`config.mk`:
```
export PLATFORM = sky130hd
export DESIGN_NAME = fl_sched
export DESIGN_NICKNAME = d
export VERILOG_FILES = /design/src/rtl/fl_sched.sv
export SDC_FILE = /design/constraint.sdc
export NUM_CORES = 1
export LEC_CHECK = 0
export ABC_AREA = 1
export BUFFER_PORTS_ARGS = -buffer_cell sky130_fd_sc_hd__buf_2
export CAP_MARGIN = 20
export CORE_MARGIN = 5
export CORE_UTILIZATION = 26
export DETAILED_ROUTE_END_ITERATION = 10
export GPL_ROUTABILITY_DRIVEN = 0
export PLACE_DENSITY_LB_ADDON = 0.3
export SKIP_LAST_GASP = 1
export SLEW_MARGIN = 40
export SYNTH_ARGS = -nofsm -noshare
export SYNTH_HDL_FRONTEND = slang
export SYNTH_SLANG_ARGS = --single-unit
```
`constraint.sdc`:
```
create_clock -name clk -period 3.43 [get_ports clk]
set_clock_uncertainty 0.15 [all_clocks]
set_input_delay 0 -clock clk [delete_from_list [all_inputs] [get_ports clk]]
set_output_delay 0 -clock clk [all_outputs]
set_load 0.02 [all_outputs]
```
`src/rtl/fl_sched.sv`:
```
// fl_sched: round-robin scheduler sharing one fully connected layer MAC path
// among NUM CNN unit result registers. Grants one requester at a time, starts
// the FL, waits for completion (or timeout), acknowledges the unit and counts
// completed blocks of NUM operands.
module fl_sched #(
    parameter int NUM     = 8,
    parameter int IDX_W   = 3,
    parameter int BLK_W   = 7,
    parameter int TIMEOUT = 255
) (
    input  logic             clk,
    input  logic             rst,
    input  logic             enable,
    input  logic             restart,
    input  logic [BLK_W-1:0] total_blocks,
    input  logic [NUM-1:0]   req,
    input  logic             fl_done,
    output logic [IDX_W-1:0] sel,
    output logic             fl_start,
    output logic [NUM-1:0]   ack,
    output logic [BLK_W-1:0] blk_count,
    output logic             busy,
    output logic             all_done,
    output logic             err
);

    localparam int CNT_W = $clog2(TIMEOUT + 1);

    localparam logic [2:0] StIdle  = 3'd0;
    localparam logic [2:0] StGrant = 3'd1;
    localparam logic [2:0] StWait  = 3'd2;
    localparam logic [2:0] StAck   = 3'd3;
    localparam logic [2:0] StDone  = 3'd4;

    localparam logic [IDX_W:0]   NumWide = (IDX_W + 1)'(NUM);
    localparam logic [IDX_W-1:0] LastIdx = IDX_W'(NUM - 1);
    // Counter value in the last WAIT cycle before a forced completion.
    localparam logic [CNT_W-1:0] ToLast  = CNT_W'(TIMEOUT - 1);

    logic [2:0]       state_q, state_d;
    logic [IDX_W-1:0] sel_q, sel_d;
    logic             fl_start_q, fl_start_d;
    logic [NUM-1:0]   ack_q, ack_d;
    logic [BLK_W-1:0] blk_q, blk_d;
    logic             busy_q, busy_d;
    logic             all_done_q, all_done_d;
    logic             err_q, err_d;
    logic [IDX_W-1:0] ptr_q, ptr_d;
    logic [IDX_W-1:0] served_q, served_d;
    logic [CNT_W-1:0] wcnt_q, wcnt_d;

    logic [2*NUM-1:0] req_dbl;
    logic [NUM-1:0]   req_rot;
    logic             pick_valid;
    logic [IDX_W-1:0] pick_off;
    logic [IDX_W:0]   pick_sum;
    logic [IDX_W:0]   pick_wrap;
    logic [IDX_W-1:0] pick_idx;
    logic [IDX_W-1:0] ptr_inc;
    logic [NUM-1:0]   ack_sel;
    logic [BLK_W-1:0] blk_inc;

    // Rotate requests so bit 0 corresponds to the round-robin pointer.
    assign req_dbl   = {req, req} >> ptr_q;
    assign req_rot   = req_dbl[NUM-1:0];
    assign pick_sum  = {1'b0, ptr_q} + {1'b0, pick_off};
    assign pick_wrap = pick_sum - NumWide;
    assign pick_idx  = (pick_sum >= NumWide) ? pick_wrap[IDX_W-1:0] : pick_sum[IDX_W-1:0];
    assign ptr_inc   = (sel_q == LastIdx) ? '0 : sel_q + IDX_W'(1);
    assign ack_sel   = NUM'(1) << sel_q;
    assign blk_inc   = blk_q + BLK_W'(1);

    // Lowest set bit of the rotated request vector is the next grant offset.
    always_comb begin
        pick_valid = |req_rot;
        pick_off   = '0;
        for (int k = NUM - 1; k >= 0; k--) begin
            if (req_rot[k]) begin
                pick_off = IDX_W'(k);
            end
        end
    end

    // Next-state and registered-output logic.
    always_comb begin
        state_d    = state_q;
        sel_d      = sel_q;
        fl_start_d = 1'b0;
        ack_d      = '0;
        blk_d      = blk_q;
        all_done_d = all_done_q;
        err_d      = err_q;
        ptr_d      = ptr_q;
        served_d   = served_q;
        wcnt_d     = wcnt_q;

        if (restart) begin
            // Abort wins over any fl_done or timeout in the same cycle.
            state_d    = StIdle;
            blk_d      = '0;
            all_done_d = 1'b0;
            err_d      = 1'b0;
            ptr_d      = '0;
            served_d   = '0;
            wcnt_d     = '0;
        end else begin
            case (state_q)
                StIdle: begin
                    if (enable && pick_valid && !all_done_q) begin
                        sel_d      = pick_idx;
                        fl_start_d = 1'b1;
                        state_d    = StGrant;
                    end
                end
                StGrant: begin
                    wcnt_d  = '0;
                    state_d = StWait;
                end
                StWait: begin
                    if (fl_done) begin
                        ack_d   = ack_sel;
                        state_d = StAck;
                    end else if (wcnt_q == ToLast) begin
                        err_d   = 1'b1;
                        ack_d   = ack_sel;
                        state_d = StAck;
                    end else begin
                        wcnt_d = wcnt_q + CNT_W'(1);
                    end
                end
                StAck: begin
                    ptr_d   = ptr_inc;
                    state_d = StIdle;
                    if (served_q == LastIdx) begin
                        served_d = '0;
                        blk_d    = blk_inc;
                        if ((blk_inc == total_blocks) && (total_blocks != '0)) begin
                            all_done_d = 1'b1;
                            state_d    = StDone;
                        end
                    end else begin
                        served_d = served_q + IDX_W'(1);
                    end
                end
                StDone: begin
                    all_done_d = 1'b1;
                end
                default: begin
                    state_d = StIdle;
                end
            endcase
        end

        busy_d = (state_d == StGrant) || (state_d == StWait) || (state_d == StAck);
    end

    // State and output registers with synchronous active-low reset.
    always_ff @(posedge clk) begin
        if (!rst) begin
            state_q    <= StIdle;
            sel_q      <= '0;
            fl_start_q <= 1'b0;
            ack_q      <= '0;
            blk_q      <= '0;
            busy_q     <= 1'b0;
            all_done_q <= 1'b0;
            err_q      <= 1'b0;
            ptr_q      <= '0;
            served_q   <= '0;
            wcnt_q     <= '0;
        end else begin
            state_q    <= state_d;
            sel_q      <= sel_d;
            fl_start_q <= fl_start_d;
            ack_q      <= ack_d;
            blk_q      <= blk_d;
            busy_q     <= busy_d;
            all_done_q <= all_done_d;
            err_q      <= err_d;
            ptr_q      <= ptr_d;
            served_q   <= served_d;
            wcnt_q     <= wcnt_d;
        end
    end

    assign sel       = sel_q;
    assign fl_start  = fl_start_q;
    assign ack       = ack_q;
    assign blk_count = blk_q;
    assign busy      = busy_q;
    assign all_done  = all_done_q;
    assign err       = err_q;

endmodule

```
== Word level (Yosys, flattened, before mapping) ==
Index checks and enable logic that the tools add are counted.
Operators by class
  eq/ne operators: 15
  bitwise gates (word level): 5
  add/sub/neg operators: 6
  magnitude comparators: 1
  mux-type cells: 27
  shift-type cells: 2
  reduce and logical (&&, ||, !) cells: 19
Operators by type and width (count)
  2-to-1 mux 3 bit: 17
  2-to-1 mux 8 bit: 4
  one-hot mux 8 bit (2 select lines): 1
  right shift 16 x 3 -> 8 bit: 1
  one-hot mux 3 bit (5 select lines): 1
  == test 3 x 2 -> 1 bit (second input constant): 4
  AND reduction 3 bit: 4
  == test 3 bit (second input constant): 3
  adder 8 x 1 -> 8 bit (second input constant): 1
  == test 8 bit (second input constant): 1
  != test 2 bit (second input constant): 4
  OR reduction 8 bit: 1
  << shifter 1 x 3 -> 8 bit (first input constant): 1
  adder 7 x 1 -> 7 bit (second input constant): 1
  == test 7 bit: 1
  nonzero test 7 bit: 1
  adder 3 x 1 -> 3 bit (second input constant): 2
  == test 3 x 1 -> 1 bit (second input constant): 2
  OR reduction 3 bit: 2
  inverter 1 bit: 5
  adder 3 x 3 -> 4 bit: 1
  greater-or-equal comparator 4 bit (second input constant): 1
  nonzero test 2 bit: 2
  logical AND 1 bit: 3
  8 further kinds: 11
Storage, ports and cells
  output and inout bits: 22
  input port bits: 20
  register bits: 39

== Logic depth before layout (Yosys ltp) ==
Gate-level depths: netlist (run 1).
  word-level depth: 12
  mapped depth: 21

== Worst setup path before layout (run 1) ==
No wires, ideal clock.
  path kind: register to register
  start point: register ptr_q[0]
  end point: register sel_q[2], in the netlist sel[2]
  library setup time: 0.112 ns
  path slack: 0.922 ns
  arrival: 2.246 ns
  stages on the path, launching flop included: 20
  cells stage by stage: dfxtp_1 -> buf_6 -> inv_6 -> nand2_1 -> nand3_1 -> nand2_1 -> o21ai_0 -> a21oi_1 -> o21ai_0 -> nand2_1 -> a21boi_0 -> ha_1 -> inv_1 -> fa_1 -> xnor2_1 -> nand3_1 -> nand2_1 -> nand2_1 -> nand2_1 -> nor2_2
Between the ends
  word-level cells in the longest chain between the ends: 12
RTL lines
  start, declared: RTL line 48  | logic [IDX_W-1:0] ptr_q, ptr_d;
  start signal, assigned: RTL line 180  | ptr_q <= ptr_d;
  right shift 16 x 3 -> 8 bit: RTL line 64  | assign req_dbl = {req, req} >> ptr_q;
  2-to-1 mux 3 bit (8 in a row): RTL line 78  | if (req_rot[k]) begin
  adder 3 x 3 -> 4 bit: RTL line 66  | assign pick_sum = {1'b0, ptr_q} + {1'b0, pick_off};
  greater-or-equal comparator 4 bit / subtractor 3 x 1 -> 3 bit (equally long branches): RTL line 68, 67
  2-to-1 mux 3 bit: RTL line 68  | assign pick_idx = (pick_sum >= NumWide) ? pick_wrap[IDX_W-1:0] : pick_sum[IDX_W-1:0];
  end signal, assigned: RTL line 173  | sel_q <= sel_d;
  end, declared: RTL line 41  | logic [IDX_W-1:0] sel_q, sel_d;
Parallel ways exist; a longest one is shown, timed or not.
A chain may end at the register's enable or synchronous reset.

== Worst setup path after layout (run 1) ==
Ends and elaborated chain as after synthesis.

==> impl_metrics.yaml, run 1 <==
cells_and_area:
  area_growth_pct: 19.7
  drive_gt1_frac: 0.198
  fin_util: 0.319
  diodes: 0
  final_nets: 447
  final_cell_count_no_fill: 526
grt:
  grt_pass1_vias: 2225
  busiest_layer: "met2"
  use_met1: 0.141
  grt_max_degree: 17
  track_usage: 0.102
  grtUsageMet3: 0.0217
  use_met2: 0.161
  grt_overflow: 0
  grt_pass1_wl_microns: 9790
  antenna_found_initial: 0
floorplan:
  fp-row-count: 35
  ios: 42
  die-area_sq_um: 11500
  die_y_microns: 107
  start_util: 0.266
  die_w_microns: 107
  core_area_sq_um: 9200
sta:
  rsz0062_at_grt: "false"
  whs_ns: 0.0255
  min_period_over_period: 0.846
  finalHoldViolations: 0
  fin_tns_setup_ns: 0
  period_needed_ns: 2.90
  fmax_mhz: 345
  worst_slew_pin_slew_ns: 0.564
  slew_headroom: 0.624
  setup_violations: 0
  drv_slew: 0
logic_synthesis:
  syn_nets: 399
  synth_top_flop_cell: "dfxtp_1"
  yosysUniqueCellTypes: 40
  syn_area_sq_um: 2450
  synth-warning-count: 0
  yosysTopAreaCell: "dfxtp_1"
  synth_top_area_share: 0.319
  synth_edf_count: 0
  ys_async_sr_fraction: 0
  synth_commonest_cells: "nand2_1 (100), inv_1 (42), nand3_1 (40)"
  ys_ff_latch: 39
  synth.most_common_cell: "nand2_1"
  synth.avg_cell_area_sq_um: 6.69
  synth_cells: 366
  yosysSeqAreaShare: 0.319
  netlist_top_cells_area: "dfxtp_1 (32%), nand2_1 (15%), nand3_1 (8.2%)"
hold_path:
  hold_class: "in2reg"
  holdPathStages: 5
  min_from: "enable"
  holdPathEnd: "state_q[0]"
status:
  status: "complete, no violations"
setup_path:
  cp_slowest_stage_delay_ns: 0.58
  crit_required_ns: 3.47
  crit_chain: "inv_6 -> nand2_1 -> nand3_1 -> nand2_1 -> nand2_1 -> nand2_1 -> a21oi_1 -> o21ai_0 -> nand2_1 -> a21boi_0 -> ha_1 -> inv_1 -> fa_1 -> xnor2_1 -> nand3_1 -> nand2_1 -> nand2_1 -> nand2_1 -> nor2_2"
  ff2ff_setup_slack_ns: 0.53
  crit_type: "reg2reg"
  crit_fanout: 10
  crit_family: "simple AND/OR/NAND/NOR gates"
  end_kind: "flop"
  rr_worst_depth: 19
  worstReg2RegStart: "ptr_q[0]"
  arrival_ns: 2.94
  critical_path_buf_inv_count: 2
  r2r_end: "sel[2]"
  cp_common_cell: "nand2_1"
  worstSetupStartpointType: "flop"
  critPathSlowestCell: "dfxtp_1"
power_and_ir_drop:
  power_density_nw_per_um2: 330
  power_leakage_uw: 0.00141
  power.total_uw: 967
  peakVddDrop_uv: 188
clock_tree:
  cts_sinks: 39
  post_cts_resized: 0
  clkLatencyLatePin_ns: 0.29
  cts_buffers: 5
  cts_tree: "built"
  cts_setup_buffers: 0
  root_buffer: "clkbuf_8"
  clkTransAtPathRegs_ns: 0.08
  cts.path.max_buffers: 2
  cts.htree.levels: 2
routing:
  ant_nets: 0
  vias: 2428
  drc: 0
  via_per_inst: 4.62
  wl_per_cell_microns: 11.1
  drtIter0Drc: 117
  wl_microns: 5820
  first_pass_iters: 4
flow_run:
  drv_cap: 0
place:
  placedCellCount: 513
  portBuffers: 41
  hpwlAfterDp_microns: 4610
## where the power goes
part           switching [uW]  internal (uW)
Combinational            67.4           39.6
Clock                     162            235
Sequential               5.29            458
Total                     234            733
## how the worst max path moves through the flow
stage                        start     end  slack (ns)  depth (start not counted)
after floorplan           ptr_q[0]  sel[2]        0.92                         19
after global placement    ptr_q[0]  sel[2]        0.65                         19
after detailed placement  ptr_q[0]  sel[2]        0.52                         19
after CTS                 ptr_q[0]  sel[2]        0.51                         19
after global routing      ptr_q[0]  sel[2]        0.18                         17
final                     ptr_q[0]  sel[2]        0.53                         19
## through the flow
stage | instance area (sq um) | setup WS [ns]
after floorplan | 2450 | 0.922
after global placement | 2760 | 0.646
after detailed placement | 2760 | 0.516
after CTS | 2930 | 0.512
after global routing | 2930 | 0.181
final | 2930 | 0.529
## repair_timing
action                                 CTS  global route
setup endpoints to repair                0             0
endpoints found under the hold margin   11             0
hold buffers                             5             0
## worst register-to-register path, delay by kind of cell (launching register included)
family                     cells  cell delay [ns]
adders and majority gates      2             0.55
DFF                            1             0.58
AOI/OAI and AO/OA              3             0.39
xor gates and xnor gates       1             0.19
and+or+nand+nor               11             0.80
buffers and inverters          2             0.15
## routing by layer
| layer | share of wire | vias to the layer above |
|---|---|---|
| met2 | 0.44 | 55 |
| met4 | 0.0069 | 0 |
| met1 | 0.50 | 1103 |
| met3 | 0.056 | 2 |
| met5 | 0 | - |
| li1 | - | 1268 |
## cell usage in the layout (no fill, tap or decap), types with 2 or more instances in the layout
master         count
o211ai_1           2
ha_1              12
nand2_4            2
nand2_2           11
a21oi_1           15
nand3_1           40
nor2_4             3
nand4_1            5
dlygate4sd3_1      5
nor3_1            11
xnor2_1            2
o21ai_0           12
a211oi_1           4
xor2_1             3
dfxtp_1           39
buf_2             41
clkinv_2           2
nand2_1          100
nor2_1            34
clkbuf_8           6
inv_1             42
nor2_2             2
inv_2              4
## flip-flops by register name, indices dropped and copies added (netlist names)
signal / count
ack: 8
sel: 3
state_q: 3
wcnt_q: 8
fl_start: 1
served_q: 3
ptr_q: 3
blk_count: 7
all_done: 1
err: 1
busy: 1
## kinds of logic (layout without fill, tap and decap cells)
kind of cell | Yosys count | count (layout) | synth area share
compound gates | 41 | 41 | 0.100
xor+xnor | 5 | 5 | 0.0179
fa+ha+maj | 13 | 13 | 0.0695
buf+inv | 55 | 104 | 0.0940
flops | 39 | 39 | 0.319
simple gates | 213 | 213 | 0.400
## cell type report
cell class / instances / area, sq um
Multi-Input combinational cell: 272 / 1440
Timing Repair Buffer: 47 / 263
Clock inverter: 2 / 35.0
Inverter: 49 / 193
Fill cell: 1020 / 6260
Clock buffer: 6 / 82.6
Sequential cell: 39 / 781
Tap cell: 111 / 139
Note: power is estimated with default switching activity, not from simulation.
==> run 2: changes to the inputs <==
==> constraint.sdc (replaced) <==
create_clock -name clk -period 2.93 [get_ports clk]
set_clock_uncertainty 0.15 [all_clocks]
set_input_delay 0 -clock clk [delete_from_list [all_inputs] [get_ports clk]]
set_output_delay 0 -clock clk [all_outputs]
set_load 0.02 [all_outputs]
==> impl_metrics.yaml, run 2 (same netlist as run 1, synthesis figures left out) <==
clock_tree:
  root_buffer: "clkbuf_8"
  cts_sinks: 39
  cts.path.max_buffers: 2
  cts_buffers: 5
  cts_tree: "built"
  clkLatencyLatePin_ns: 0.28
  cts.htree.levels: 2
  cts_setup_buffers: 0
  clkTransAtPathRegs_ns: 0.08
setup_path:
  crit_family: "simple AND/OR/NAND/NOR gates"
  worstSetupStartpointType: "flop"
  critical_path_buf_inv_count: 2
  cp_common_cell: "nand2_1"
  end_kind: "flop"
  crit_required_ns: 2.97
  arrival_ns: 2.62
  critPathSlowestCell: "dfxtp_4"
  ff2ff_setup_slack_ns: 0.35
  crit_fanout: 10
  crit_type: "reg2reg"
  cp_slowest_stage_delay_ns: 0.42
  crit_chain: "inv_6 -> nand2_1 -> nand3_1 -> nand2_1 -> nand2_1 -> nand2_1 -> a21oi_1 -> o21ai_1 -> nand2_1 -> a21boi_0 -> ha_1 -> inv_1 -> fa_1 -> xnor2_2 -> nand3_1 -> nand2_1 -> nand2_1 -> nand2_1 -> nor2_2"
grt:
  track_usage: 0.0993
  grt_max_degree: 17
  grt_pass1_vias: 2211
  antenna_found_initial: 0
  grt_overflow: 0
  grt_pass1_wl_microns: 9520
power_and_ir_drop:
  power_density_nw_per_um2: 349
  peakVddDrop_uv: 158
  power_leakage_uw: 0.00141
cells_and_area:
  area_growth_pct: 18.7
  final_common_cell: "nand2_1"
  fin_util: 0.316
  final_nets: 447
  diodes: 0
  fill_cells: 1025
  layout_common_cells: "nand2_1 (100), inv_1 (42), buf_2 (41), nand3_1 (40), dfxtp_1 (37)"
  drive_gt1_frac: 0.207
routing:
  drtIter0Drc: 115
  ant_nets: 0
  drc: 0
  wl_microns: 5620
  wl_per_cell_microns: 10.7
  via_per_inst: 4.55
  vias: 2393
  first_pass_iters: 4
flow_run:
  drv_cap: 0
place:
  hpwlAfterDp_microns: 4590
  pre_cts_ws_ns: 0.0861
  portBuffers: 41
sta:
  finalHoldViolations: 0
  rsz0062_at_grt: "false"
  min_period_over_period: 0.881
  final.setup.worst_slack_ns: 0.349
  fin_tns_setup_ns: 0
  setup_violations: 0
  slew_headroom: 0.632
  period_needed_ns: 2.58
  worst_slew_pin_slew_ns: 0.552
  whs_ns: 0.00977
  fmax_mhz: 387
  drv_slew: 0
floorplan:
  core_area_sq_um: 9200
  ios: 42
  start_util: 0.266
  fp-row-count: 35
  die_y_microns: 107
  die_w_microns: 107
  die-area_sq_um: 11500
hold_path:
  hold_class: "in2reg"
status:
  status: "complete, no violations"
-- run 2: cell count changes in the layout (fill, tap and decap cells not counted), moves of 2 or more --
cell,previous run,this run
o21ai_1,1,3
dfxtp_1,39,37
clkinv_2,2,4
o21ai_0,12,10
-- run 2: path summary, 6_finish.rpt --
path / end / cells after the start / start
hold / removal: state_q[2] / 6 / total_blocks[4]
setup reg to reg: sel[2] / 19 / ptr_q[0]
hold reg to reg: err / 2 / err
setup / recovery: sel[2] / 19 / ptr_q[0]
-- run 2: timing repair --
action                     in CTS  in global routing
setup endpoints to repair       0                  2
hold endpoints to repair       10                  0
gates resized for setup         0                  6
hold buffers                    4                  0
-- run 2: cell type report --
class                           instances  area [sq um]  area share
Timing Repair Buffer                   47           260      0.0895
Sequential cell                        39           786       0.270
Clock buffer                            5          68.8      0.0237
Inverter                               49           193      0.0663
Clock inverter                          3          15.0     0.00516
Tap cell                              111           139      0.0478
Multi-Input combinational cell        272          1450       0.497
-- run 2: worst register-to-register path, stage by stage (launching register included) --
cell and delay, ns:
dfxtp_4 0.42, inv_6 0.07, nand2_1 0.08, nand3_1 0.06, nand2_1 0.09, nand2_1 0.05
nand2_1 0.10, a21oi_1 0.07, o21ai_1 0.11, nand2_1 0.05, a21boi_0 0.16, ha_1 0.17
inv_1 0.05, fa_1 0.40, xnor2_2 0.15, nand3_1 0.09, nand2_1 0.07, nand2_1 0.05
nand2_1 0.07, nor2_2 0.03
-- run 2: per-layer routing --
metal,wire length [microns],GRT usage
met1,2830,0.138
met2,2440,0.156
met3,318,0.0223
met4,36,0.0219
met5,0,0
-- run 2: power breakdown --
group	leakage (uW)	internal [uW]	total, uW	switching [uW]
logic	0.00104	46.2	124	77.9
registers	0.000316	535	541	6.08
clock network	0.0000477	163	351	188
total	0.00141	744	1020	272
-- run 2: stage by stage --
stage / instance area, sq um / instances / power, uW
finish: 2910 / 526 / 1020
floorplan: 2450 / 366 / 631
global route: 2910 / 526 / 1070
detailed placement: 2770 / 514 / 675
CTS: 2900 / 526 / 1030
global placement: 2770 / 514 / 674
==> run 3: changes to the inputs <==
--- a/config.mk
+++ b/config.mk
@@ -7,13 +7,12 @@
 export LEC_CHECK = 0
 export ABC_AREA = 1
 export BUFFER_PORTS_ARGS = -buffer_cell sky130_fd_sc_hd__buf_2
-export CAP_MARGIN = 20
 export CORE_MARGIN = 5
 export CORE_UTILIZATION = 26
 export DETAILED_ROUTE_END_ITERATION = 10
 export GPL_ROUTABILITY_DRIVEN = 0
+export GPL_TIMING_DRIVEN = 0
 export PLACE_DENSITY_LB_ADDON = 0.3
-export SKIP_LAST_GASP = 1
 export SLEW_MARGIN = 40
 export SYNTH_ARGS = -nofsm -noshare
 export SYNTH_HDL_FRONTEND = slang
==> impl_metrics.yaml, run 3 (same netlist as run 1, synthesis figures left out) <==
floorplan:
  ios: 42
  start_util: 0.266
  fp-row-count: 35
  die_y_microns: 107
  core_area_sq_um: 9200
  die-area_sq_um: 11500
  die_w_microns: 107
power_and_ir_drop:
  power_density_nw_per_um2: 347
  p_sw_frac: 0.262
  peakVddDrop_uv: 141
  power_leakage_uw: 0.00142
  seqPwrFrac: 0.534
  pwr-share-clk: 0.344
  p_sw_uw: 266
  p_int_uw: 749
  combPwrFrac: 0.122
  power.total_uw: 1010
cells_and_area:
  area_growth_pct: 19.5
  layout_common_cells: "nand2_1 (100), buf_2 (44), inv_1 (42), nand3_1 (40), dfxtp_1 (39)"
  diodes: 0
  final_nets: 451
  fill_cells: 1042
  drive_gt1_frac: 0.205
  final_common_cell: "nand2_1"
grt:
  grt_max_degree: 12
  grt_pass1_vias: 2206
  grt_pass1_wl_microns: 9940
  antenna_found_initial: 0
  track_usage: 0.105
  grt_overflow: 0
sta:
  fmax_mhz: 375
  min_period_over_period: 0.910
  fin_tns_setup_ns: 0
  rsz0062_at_grt: "false"
  whs_ns: 0.0182
  worst_slew_pin_slew_ns: 0.502
  period_needed_ns: 2.67
  finalHoldViolations: 0
  drv_slew: 0
  slew_headroom: 0.664
  setup_violations: 0
clock_tree:
  cts.path.max_buffers: 2
  cts.htree.levels: 2
  root_buffer: "clkbuf_8"
  clkTransAtPathRegs_ns: 0.08
  cts_buffers: 5
  cts_tree: "built"
  cts_setup_buffers: 0
  cts_sinks: 39
  clkLatencyLatePin_ns: 0.29
setup_path:
  crit_family: "simple AND/OR/NAND/NOR gates"
  worstReg2RegStart: "ptr_q[0]"
  critical_path_buf_inv_count: 3
  end_kind: "flop"
  worstSetupStartpointType: "flop"
  cp_slowest_stage_delay_ns: 0.40
  cp_common_cell: "nand2_1"
  crit_fanout: 9
  critPathLaunch: "ptr_q[0]"
  arrival_ns: 2.70
  crit_required_ns: 2.96
  critPathSlowestCell: "fa_1"
  crit_type: "reg2reg"
  crit_chain: "buf_6 -> inv_6 -> nand2_1 -> nand3_1 -> nand2_1 -> o21ai_0 -> a21oi_1 -> o21ai_1 -> nand2_1 -> a21boi_2 -> ha_1 -> inv_1 -> fa_1 -> xnor2_2 -> nand3_1 -> nand2_1 -> nand2_1 -> nand2_1 -> nor2_2"
routing:
  wl_per_cell_microns: 10.9
  wl_microns: 5790
  via_per_inst: 4.50
  vias: 2386
  drc: 0
  ant_nets: 0
  first_pass_iters: 4
  drtIter0Drc: 113
hold_path:
  min_from: "total_blocks[3]"
  hold_class: "in2reg"
status:
  status: "complete, no violations"
place:
  portBuffers: 41
  hpwlAfterDp_microns: 4660
flow_run:
  drv_cap: 0
run 3: worst min-delay path, cell delays in order:
cell and delay (ns):
buf_2 0.10, xor2_1 0.06, nand2_1 0.06, nor2_1 0.06, nand3_1 0.07, a21oi_1 0.06
run 3: final cells by class:
| cell class | count | area [sq um] | area share |
|---|---|---|---|
| multi-input combinational | 272 | 1450 | 0.496 |
| sequential | 39 | 781 | 0.267 |
| timing repair buffer | 45 | 245 | 0.0838 |
| inverter | 49 | 193 | 0.0658 |
| tap | 111 | 139 | 0.0475 |
| clock buffer | 7 | 76.3 | 0.0261 |
| buffer | 6 | 37.5 | 0.0128 |
| clock inverter | 1 | 5.00 | 0.00171 |
run 3: power groups by stage:
stage	logic (uW)	clock network [uW]	registers [uW]
global route	142	389	542
floorplan	72.7	0	558
finish	124	349	542
CTS	124	366	541
global placement	118	0	554
detailed placement	120	0	554
run 3: through the flow:
stage | cell area [sq um] | setup slack (ns) | std cells | util
after floorplan | 2450 | 0.422 | 366 | -
after global placement | 2790 | 0.176 | 518 | 0.304
after detailed placement | 2790 | 0.161 | 518 | 0.304
after CTS | 2920 | 0.138 | 530 | 0.317
after global routing | 2930 | 0.0101 | 530 | 0.318
final | 2930 | 0.263 | 530 | 0.318
run 3: path summary, 6_finish.rpt:
path	end	slack (ns)	cells past startpoint
hold / removal	state_q[2]	0.02	6
setup reg to reg	sel[2]	0.26	19
hold reg to reg	err	0.31	2
setup / recovery	sel[2]	0.26	19
run 3: routing by layer:
metal	share of wire	global-route usage	wire [microns]
met5	0	0	0
met2	0.44	0.165	2530
met4	0.010	0.0301	58
met1	0.51	0.145	2960
met3	0.041	0.0217	238
run 3: what timing repair did:
item	4_1_cts	5_1_grt
resized for setup	0	4
setup endpoints to repair	0	1
hold buffers	4	0
endpoints found under the hold margin	13	0
